**config.mk**
```make
export PLATFORM = sky130hd
export DESIGN_NAME = gpio_in
export DESIGN_NICKNAME = d
export VERILOG_FILES = /design/src/rtl/mrav_pkg.sv /design/src/rtl/gpio_in_debounce.sv /design/src/rtl/gpio_in.sv
export SDC_FILE = /design/constraint.sdc
export NUM_CORES = 1
export LEC_CHECK = 0
export CAP_MARGIN = 20
export CORE_ASPECT_RATIO = 0.8
export CORE_UTILIZATION = 56
export DETAILED_ROUTE_END_ITERATION = 10
export PLACE_DENSITY = 0.85
export SYNTH_ARGS = -nofsm -noshare
export SYNTH_HDL_FRONTEND = slang
export SYNTH_SLANG_ARGS = --single-unit
```
**constraint.sdc**
```tcl
create_clock -name clk -period 3.55 [get_ports clk]
set_input_delay 0.355 -clock clk [delete_from_list [all_inputs] [get_ports clk]]
set_output_delay 0.355 -clock clk [all_outputs]
set_load 0.05 [all_outputs]
```
**src/rtl/mrav_pkg.sv**
```systemverilog
// Shared mrav bus widths and the GPIO input block's register offsets.
package mrav_pkg;

    localparam int MRAV_ADDR_WIDTH = 32;
    localparam int MRAV_DATA_WIDTH = 32;

    localparam logic [1:0] MRAV_GPIO_IN_DATA     = 2'd0;
    localparam logic [1:0] MRAV_GPIO_IN_EDGE     = 2'd1;
    localparam logic [1:0] MRAV_GPIO_IN_IRQ_EN   = 2'd2;
    localparam logic [1:0] MRAV_GPIO_IN_EDGE_SEL = 2'd3;

endpackage

```
**src/rtl/gpio_in_debounce.sv**
```systemverilog
// One pin: 2-flop synchronizer followed by a consecutive-mismatch debounce counter.
module gpio_in_debounce #(
    parameter int DEBOUNCE_CYCLES = 4
) (
    input  logic clk,
    input  logic rst_n,
    input  logic i_pin,
    output logic o_stable
);

    localparam logic [7:0] LP_LAST = 8'(DEBOUNCE_CYCLES - 1);

    logic       r_sync1;
    logic       r_sync2;
    logic       r_stable;
    logic [7:0] r_cnt;

    always_ff @(posedge clk or negedge rst_n) begin
        if (!rst_n) begin
            r_sync1 <= 1'b0;
            r_sync2 <= 1'b0;
        end else begin
            r_sync1 <= i_pin;
            r_sync2 <= r_sync1;
        end
    end

    // A single matching sample restarts the count, so only unbroken runs qualify.
    always_ff @(posedge clk or negedge rst_n) begin
        if (!rst_n) begin
            r_stable <= 1'b0;
            r_cnt    <= 8'd0;
        end else if (r_sync2 != r_stable) begin
            if (r_cnt == LP_LAST) begin
                r_stable <= r_sync2;
                r_cnt    <= 8'd0;
            end else begin
                r_cnt <= r_cnt + 8'd1;
            end
        end else begin
            r_cnt <= 8'd0;
        end
    end

    assign o_stable = r_stable;

endmodule

```
**src/rtl/gpio_in.sv**
```systemverilog
// Eight debounced input pins with latched, direction-selectable edge flags and a level irq.
module gpio_in
    import mrav_pkg::*;
#(
    parameter int DEBOUNCE_CYCLES = 4
) (
    input  logic                       clk,
    input  logic                       rst_n,
    input  logic                       read,
    input  logic                       write,
    output logic                       read_done,
    output logic                       write_done,
    input  logic [MRAV_ADDR_WIDTH-1:0] addr,
    input  logic [MRAV_DATA_WIDTH-1:0] cpu_data_out,
    output logic [MRAV_DATA_WIDTH-1:0] cpu_data_in,
    input  logic [7:0]                 external_input,
    output logic                       irq
);

    logic [7:0] w_stable;
    logic [7:0] r_stable_prev;
    logic [7:0] r_edge;
    logic [7:0] r_irq_en;
    logic [7:0] r_edge_sel;
    logic       r_irq;
    logic [7:0] w_edge_set;
    logic [7:0] w_edge_clr;
    logic [7:0] w_rd_reg;
    logic [7:0] w_wdata;
    logic       w_unused_bits;

    for (genvar g = 0; g < 8; g++) begin : g_pin
        gpio_in_debounce #(
            .DEBOUNCE_CYCLES(DEBOUNCE_CYCLES)
        ) u_debounce (
            .clk     (clk),
            .rst_n   (rst_n),
            .i_pin   (external_input[g]),
            .o_stable(w_stable[g])
        );
    end

    assign w_wdata       = cpu_data_out[7:0];
    assign w_unused_bits = ^{addr[MRAV_ADDR_WIDTH-1:2], cpu_data_out[MRAV_DATA_WIDTH-1:8]};

    // EDGE_SEL bit 1 picks rising transitions of stable, 0 picks falling.
    assign w_edge_set = (r_edge_sel & w_stable & ~r_stable_prev) |
                        (~r_edge_sel & ~w_stable & r_stable_prev);
    assign w_edge_clr = (write && addr[1:0] == MRAV_GPIO_IN_EDGE) ? w_wdata : 8'h00;

    always_ff @(posedge clk or negedge rst_n) begin
        if (!rst_n) begin
            r_stable_prev <= 8'h00;
            r_edge        <= 8'h00;
            r_irq_en      <= 8'h00;
            r_edge_sel    <= 8'h00;
            r_irq         <= 1'b0;
        end else begin
            r_stable_prev <= w_stable;
            // A new edge outranks a simultaneous write-1-to-clear of the same bit.
            r_edge        <= (r_edge & ~w_edge_clr) | w_edge_set;
            r_irq         <= |(r_edge & r_irq_en);
            if (write && addr[1:0] == MRAV_GPIO_IN_IRQ_EN) begin
                r_irq_en <= w_wdata;
            end
            if (write && addr[1:0] == MRAV_GPIO_IN_EDGE_SEL) begin
                r_edge_sel <= w_wdata;
            end
        end
    end

    always_comb begin
        w_rd_reg = 8'h00;
        case (addr[1:0])
            MRAV_GPIO_IN_DATA:     w_rd_reg = w_stable;
            MRAV_GPIO_IN_EDGE:     w_rd_reg = r_edge;
            MRAV_GPIO_IN_IRQ_EN:   w_rd_reg = r_irq_en;
            MRAV_GPIO_IN_EDGE_SEL: w_rd_reg = r_edge_sel;
            default:               w_rd_reg = 8'h00;
        endcase
    end

    assign cpu_data_in = read ? {{(MRAV_DATA_WIDTH-8){1'b0}}, w_rd_reg} : '0;
    assign read_done   = read;
    assign write_done  = write;
    assign irq         = r_irq;

endmodule
```
After elaboration in Yosys (flattened, before gate mapping). Cells that the tools add are included.

Eq/ne operators: 19. Add/sub/neg operators: 8. Mux-type cells: 19. Reductions and logical operators: 13. Bitwise logic cells: 12.

Operators by type and width (count): $mux 8 (18); $add 8x1->8 const B (8); $eq 8x2->1 const B (8); $and 8x8->8 (6); $not 8->8 (4); $pmux 8 s4 (1); $or 8x8->8 (2); $reduce_and 2->1 (8); $ne 1x1->1 (8); $reduce_or 8->1 (1); $eq 2x2->1 const B (2); $logic_and 1x1->1 (3); $eq 2x1->1 const B (1); $logic_not 2->1 (1).

Output and inout bits: 35. Input bits: 76. Register bits: 121.

Logic depth before layout (Yosys ltp). Gate-level depths: netlist of run 1.

Word-level depth: 6. Mapped depth: 4. Depth with buffers taken out: 4.

Modules after synthesis. Synthesis of run 1 repeated with hierarchy kept, for this count alone.

Cells, all modules: 499. Area total of the unflattened synthesis: 5745.5 sq um.

By module, submodules not included: gpio_in_debounce (sequential area each 275.3 sq um, cells an instance 44, area an instance 493.0 sq um, instances 8); gpio_in (sequential area each 825.8 sq um, cells an instance 147, area an instance 1801.7 sq um, instances 1).

Worst setup path after synthesis of run 1. Ideal clock, no wire load.

Path type: input port to output port. From: input port addr[1]. To: output port cpu_data_in[0]. Slack: 1.762 ns. Buffers on the path: 1. Stages on the path: 3. Arrival: 1.433 ns. Cell sequence: buf_2 > mux4_2 > and2_1.

Word-level cells in the longest chain between the ends: 3. Elaborated cells between the ends (all ways): 6. Those cells by class: eq/ne (3); mux (2); reduce/logical (1).

RTL lines: from (decl) (line gpio_in.sv:13) `input logic [MRAV_ADDR_WIDTH-1:0] addr,`; $eq 2x2->1 (tied with other cells) (line gpio_in.sv:74) `case (addr[1:0])`; $pmux 8 s4 * (line gpio_in.sv:74); $mux 8 * (line gpio_in.sv:83) `assign cpu_data_in = read ? {{(MRAV_DATA_WIDTH-8){1'b0}}, w_rd_reg} : '0;`; to (decl) (line gpio_in.sv:15) `output logic [MRAV_DATA_WIDTH-1:0] cpu_data_in,`.

Mark *: on every way between the ends. The rest lies on a longest branch, timed or not.

Worst setup path after layout of run 1.
From: input port addr[1]. To: output port cpu_data_in[1].

Same word-level chain as after synthesis.

==> impl_metrics.ini, run 1 <==
[grt]
grt_pass1_vias = 3889
grt.met2_usage = 0.385
busiest_layer = met2
antenna_found_initial = 0
overflow = 0
gr-usage-met1 = 0.292
use_met3 = 0.0853
grtUsageTotal = 0.234
grt_pass1_wl_mm = 18.5
grt_max_degree = 54

[clock_network]
cts_tree = yes
clk_pin_slew_worst_paths_ps = 60
cts_resized = 0
root_buffer = clkbuf_16
numCtsBuffers = 17
clk_latency_ps = 420
hold_buffers = 1
clock-sinks = 121
cts_setup_buffers = 0
ctsLongestPathBuffers = 2
ctsHtreeMaxLevel = 4

[sta]
finClkSkew_ps = 18.1
worst_pin_slew_ps = 655
timing.final.crit_share = 0.869
fin_ws_ps = 464
drv_slew = 0
relSlewSlack = 0.563
max_freq_mhz = 324
setup_tns_ps = 0
setup_viol = 0
hold_viol = 0
post-route-min-period_ps = 3090
rsz0062_at_grt = no

[final_layout]
final_common_cell = dfrtp_1
nNetsFinal = 628
final_cell_mix = dfrtp_1 (121), nor2_1 (53), nand3_1 (33)
layout-drive-gt1-share = 0.153
synthToLayoutAreaGrowth_pct = 18.0
fill_cells = 696
diodes = 0

[power]
swShare = 0.318
p_per_area_mw_per_mm2 = 732
ir_drop_v = 0.000496
switchingPower_uw = 1560
pwr-share-clk = 0.371
p_int_uw = 3360
seqPwrFrac = 0.410
p_leak_uw = 0.00284
p_comb_frac = 0.219

[die]
die_x_um = 115
core_area_mm2 = 0.00977
pin_count = 111
num_rows = 32
die_h_um = 92.2
die-area_mm2 = 0.0106
start_util = 0.582

[worst_setup_path]
crit_chain = clkdlybuf4s50_1, mux4_2, and2_1, clkdlybuf4s50_1
start_kind = primary input
slowest_delay_ps = 890
critPathMaxFanout = 11
end_kind = output port
path_class = in -> out
cp_slowest_cell = clkdlybuf4s50_1
required_ps = 3190
crit_path_frequent_cell = clkdlybuf4s50_1
crit_arrival_ps = 2730

[placed_design]
place_ws_ps = 441
portBuffers = 32
gp_congestion = 0.819
dp_hpwl_mm = 7.45

[detailed_routing]
drt_iter0_drc = 258
vias_per_cell = 5.56
wl_per_cell_um = 16.1
drtAntennaViolNets = 0
wirelength_mm = 11.0
route.detailed.drc = 0
drt-pass1-iter-count = 4
vias = 3807

[logic_synthesis]
netlist_area_mm2 = 0.00569
syn_inst = 489
yosysTopAreaCellShare = 0.532
postSynthAreaPerCell_um2 = 11.6
seq_area_frac_synth = 0.532
netlist_top_cells_area = dfrtp_1 (53%), mux2_2 (4.7%), ha_1 (3.5%)
ys_types = 31
yosysTopAreaCell = dfrtp_1
synth_seq_cells = 121
yosysWarnings = 0

[run]
maxCapViolCount = 0

[status]
status = finished clean

[min_path]
hp-class = reg -> reg
cell families (layout without fill, tap and decap cells):
kind of cell,after synthesis,count (layout),synth area share
other cells,1,24,0.000659
simple gates,174,174,0.162
buf+inv,45,82,0.0479
mux,32,32,0.0792
xor+xnor,32,32,0.0493
compound gates,68,68,0.0941
flops,121,121,0.532
fa+ha+maj,16,16,0.0352
sequential cells by signal (all words and copies together) (netlist names):
register	cells
g_pin.u_debounce.r_sync1	8
g_pin.u_debounce.r_sync2	8
g_pin.u_debounce.r_cnt	64
irq	1
g_pin.u_debounce.o_stable	8
r_edge	8
r_edge_sel	8
r_irq_en	8
r_stable_prev	8
layer usage:
metal | share of wire | wire length (µm) | vias up
li1 | - | - | 1797
met2 | 0.51 | 5580 | 89
met5 | 0 | 0 | -
met4 | 0.0096 | 106 | 0
met1 | 0.44 | 4840 | 1909
met3 | 0.043 | 476 | 12
per-stage QoR:
stage / area (µm²) / hold WS [ps] / util / cells / total power (µW)
after floorplan: 5780 / 59.4 / - / 512 / 2790
after global placement: 6070 / 332 / 0.621 / 652 / 3020
after detailed placement: 6070 / 339 / 0.621 / 652 / 3100
after CTS: 6720 / 351 / 0.688 / 685 / 4950
after global routing: 6720 / 349 / 0.688 / 685 / 5170
final: 6720 / 346 / 0.688 / 685 / 4920
cell type report:
type / instances / area [µm²] / share of cell area
Timing Repair Buffer: 37 / 358 / 0.0533
Sequential cell: 121 / 3030 / 0.451
Tap cell: 136 / 170 / 0.0253
Inverter: 13 / 48.8 / 0.00727
Multi-Input combinational cell: 346 / 2480 / 0.369
Clock buffer: 18 / 439 / 0.0654
Clock inverter: 14 / 196 / 0.0292
synthesized netlist by cell type:
cell type / n
nand3b_1: 1
xnor2_1: 10
mux2_2: 24
ha_1: 16
nand4_1: 9
o41ai_4: 6
dfrtp_1: 121
a221o_1: 8
or3_1: 24
or4b_4: 6
a21oi_1: 22
and3b_1: 1
inv_1: 13
mux4_2: 8
nand3_1: 33
nand2_1: 26
nor3_1: 2
and2_1: 11
xor2_1: 22
conb_1: 1
buf_2: 5
nor4b_1: 2
buf_4: 26
a22oi_1: 4
clkbuf_1: 1
a21o_1: 2
nor4_1: 3
nor2_1: 53
a21boi_0: 2
nor4_2: 3
o21ai_0: 24
worst paths after layout:
kind,startpoint,end,slack [ps],cells after the start
max in group asynchronous,rst_n,g_pin[5].u_debounce.r_cnt[1],2230,3
worst max-delay path,addr[1],cpu_data_in[1],460,4
worst max register to register,g_pin[7].u_debounce.r_cnt[0],g_pin[7].u_debounce.o_stable,1660,4
min in group asynchronous,rst_n,g_pin[6].u_debounce.r_cnt[6],520,2
worst min register to register,g_pin[2].u_debounce.r_sync1,g_pin[2].u_debounce.r_sync2,350,0
worst min-delay path,g_pin[2].u_debounce.r_sync1,g_pin[2].u_debounce.r_sync2,350,0
critical path: cells and delay by family:
family                 cells  cell delay [ps]
multiplexers               1              620
buffers and inverters      2             1590
AND/OR/NAND/NOR            1              170
power by group through the flow:
stage               logic, µW  clock network, µW  registers, µW
finish                   1080               1820           2020
global route             1190               1920           2060
CTS                      1090               1850           2010
detailed placement       1070                  0           2030
global placement         1020                  0           2000
floorplan                 873                  0           1920
(Power assumes the default switching activity.)
==> run 2, diff against run 1 <==
--- a/config.mk
+++ b/config.mk
@@ -9,6 +9,7 @@
 export CORE_ASPECT_RATIO = 0.8
 export CORE_UTILIZATION = 56
 export DETAILED_ROUTE_END_ITERATION = 10
+export GPL_TIMING_DRIVEN = 0
 export PLACE_DENSITY = 0.85
 export SYNTH_ARGS = -nofsm -noshare
 export SYNTH_HDL_FRONTEND = slang
==> impl_metrics.ini, run 2 (synthesis results as in run 1) <==
[sta]
timing.final.crit_share = 0.832
rsz0062_at_grt = no
setup_viol = 0
relSlewSlack = 0.655
finClkSkew_ps = 7.32
setup_tns_ps = 0
post-route-min-period_ps = 2950
hold_viol = 0
drv_slew = 0
worst_pin_slew_ps = 516
max_freq_mhz = 339

[run]
maxCapViolCount = 0

[worst_setup_path]
r2r_cells = 4
reg2reg_from = g_pin[7].u_debounce.r_cnt[0]
path_class = in -> out
reg2reg_to = g_pin[7].u_debounce.o_stable
end_kind = output port
start_kind = primary input
critPathMaxFanout = 10
required_ps = 3190
r2r_slack_ps = 1620
crit_arrival_ps = 2600

[grt]
grtUsageTotal = 0.230
antenna_found_initial = 0
overflow = 0
grt_max_degree = 92
grt_pass1_wl_mm = 18.5
grt_pass1_vias = 3987

[final_layout]
fin_cells = 712
nNetsFinal = 657
synthToLayoutAreaGrowth_pct = 21.0
largest_register_ffs = 64
final_cell_mix = dfrtp_1 (121), nor2_1 (53), nand3_1 (33)
fill_cells = 696
largest-register = g_pin.u_debounce.r_cnt
layout-drive-gt1-share = 0.189
diodes = 0
final_common_cell = dfrtp_1
final_util = 0.705

[die]
die_x_um = 115
num_rows = 32
die-area_mm2 = 0.0106
start_util = 0.582
pin_count = 111
die_h_um = 92.2
core_area_mm2 = 0.00977

[placed_design]
dp_hpwl_mm = 7.18
portBuffers = 32
gp_congestion = 0.828
dp_cells = 681

[detailed_routing]
route.detailed.drc = 0
drt-pass1-iter-count = 4
wl_per_cell_um = 15.4
drtAntennaViolNets = 0
drt_iter0_drc = 244
vias = 3936
vias_per_cell = 5.53
wirelength_mm = 11.0

[min_path]
min_to = g_pin[2].u_debounce.r_sync2
hp-class = reg -> reg
hp-start = g_pin[2].u_debounce.r_sync1
hold_depth = 0

[power]
p_total_uw = 4800
p_per_area_mw_per_mm2 = 697
p_leak_uw = 0.00299
ir_drop_v = 0.000521

[clock_network]
clk_latency_ps = 410
clock-sinks = 121
root_buffer = clkbuf_16
ctsLongestPathBuffers = 2
ctsHtreeMaxLevel = 4
cts_tree = yes
clk_pin_slew_worst_paths_ps = 50
numCtsBuffers = 17

[status]
status = finished clean
-- run 2: cell count changes in the layout (fill, tap and decap cells not counted), sizes merged --
cell,before,now
buf,5,33
inv,15,13
bufinv,4,2
clkinv,2,4
clkbuf,18,23
clkinvlp,6,2
-- run 2: critical path: stages --
cell             delay (ps)
clkdlybuf4s50_1         480
buf_2                   310
mux4_2                  560
and2_1                  200
clkdlybuf4s50_1         700
-- run 2: area by class of cell --
cell class	count	area (µm²)	share of cell area
Buffer	32	224	0.0325
Clock buffer	22	484	0.0703
Clock inverter	8	95.1	0.0138
Inverter	13	48.8	0.00709
Multi-Input combinational cell	346	2480	0.360
Sequential cell	121	3030	0.440
Tap cell	136	170	0.0247
Timing Repair Buffer	34	359	0.0522
-- run 2: timing repair --
action	in CTS	in global routing
endpoints found under the hold margin	30	0
setup buffers	0	0
resized for setup	0	0
hold buffers	1	0
-- run 2: layer usage --
layer	up-vias	GRT usage	routed length (µm)
li1	1856	-	-
met1	1960	0.290	4850
met2	99	0.372	5470
met4	0	0.0931	174
met3	21	0.0694	486
met5	-	0	0
-- run 2: per-stage QoR --
step | cell area, µm² | hold WS, ps | worst slack, ps
2_1_floorplan | 5780 | 59.4 | 1760
3_3_place_gp | 6270 | 332 | -2350
3_5_place_dp | 6300 | 254 | 584
4_1_cts | 6890 | 351 | 563
5_1_grt | 6890 | 353 | 520
6_report | 6890 | 349 | 596
-- run 2: worst max-delay path by stage --
stage	startpoint	end	slack, ps	cells past startpoint
global route	addr[1]	cpu_data_in[1]	520	5
floorplan	addr[1]	cpu_data_in[0]	1760	3
CTS	addr[1]	cpu_data_in[1]	560	5
global placement	rst_n	g_pin[1].u_debounce.r_cnt[0]	-2350	1
finish	addr[1]	cpu_data_in[4]	600	5
detailed placement	addr[1]	cpu_data_in[1]	580	5
-- run 2: where the power goes --
group	switching [µW]	internal, µW	total (µW)
Sequential	333	1670	2000
Clock	582	1090	1670
Combinational	601	524	1130
Total	1520	3280	4800
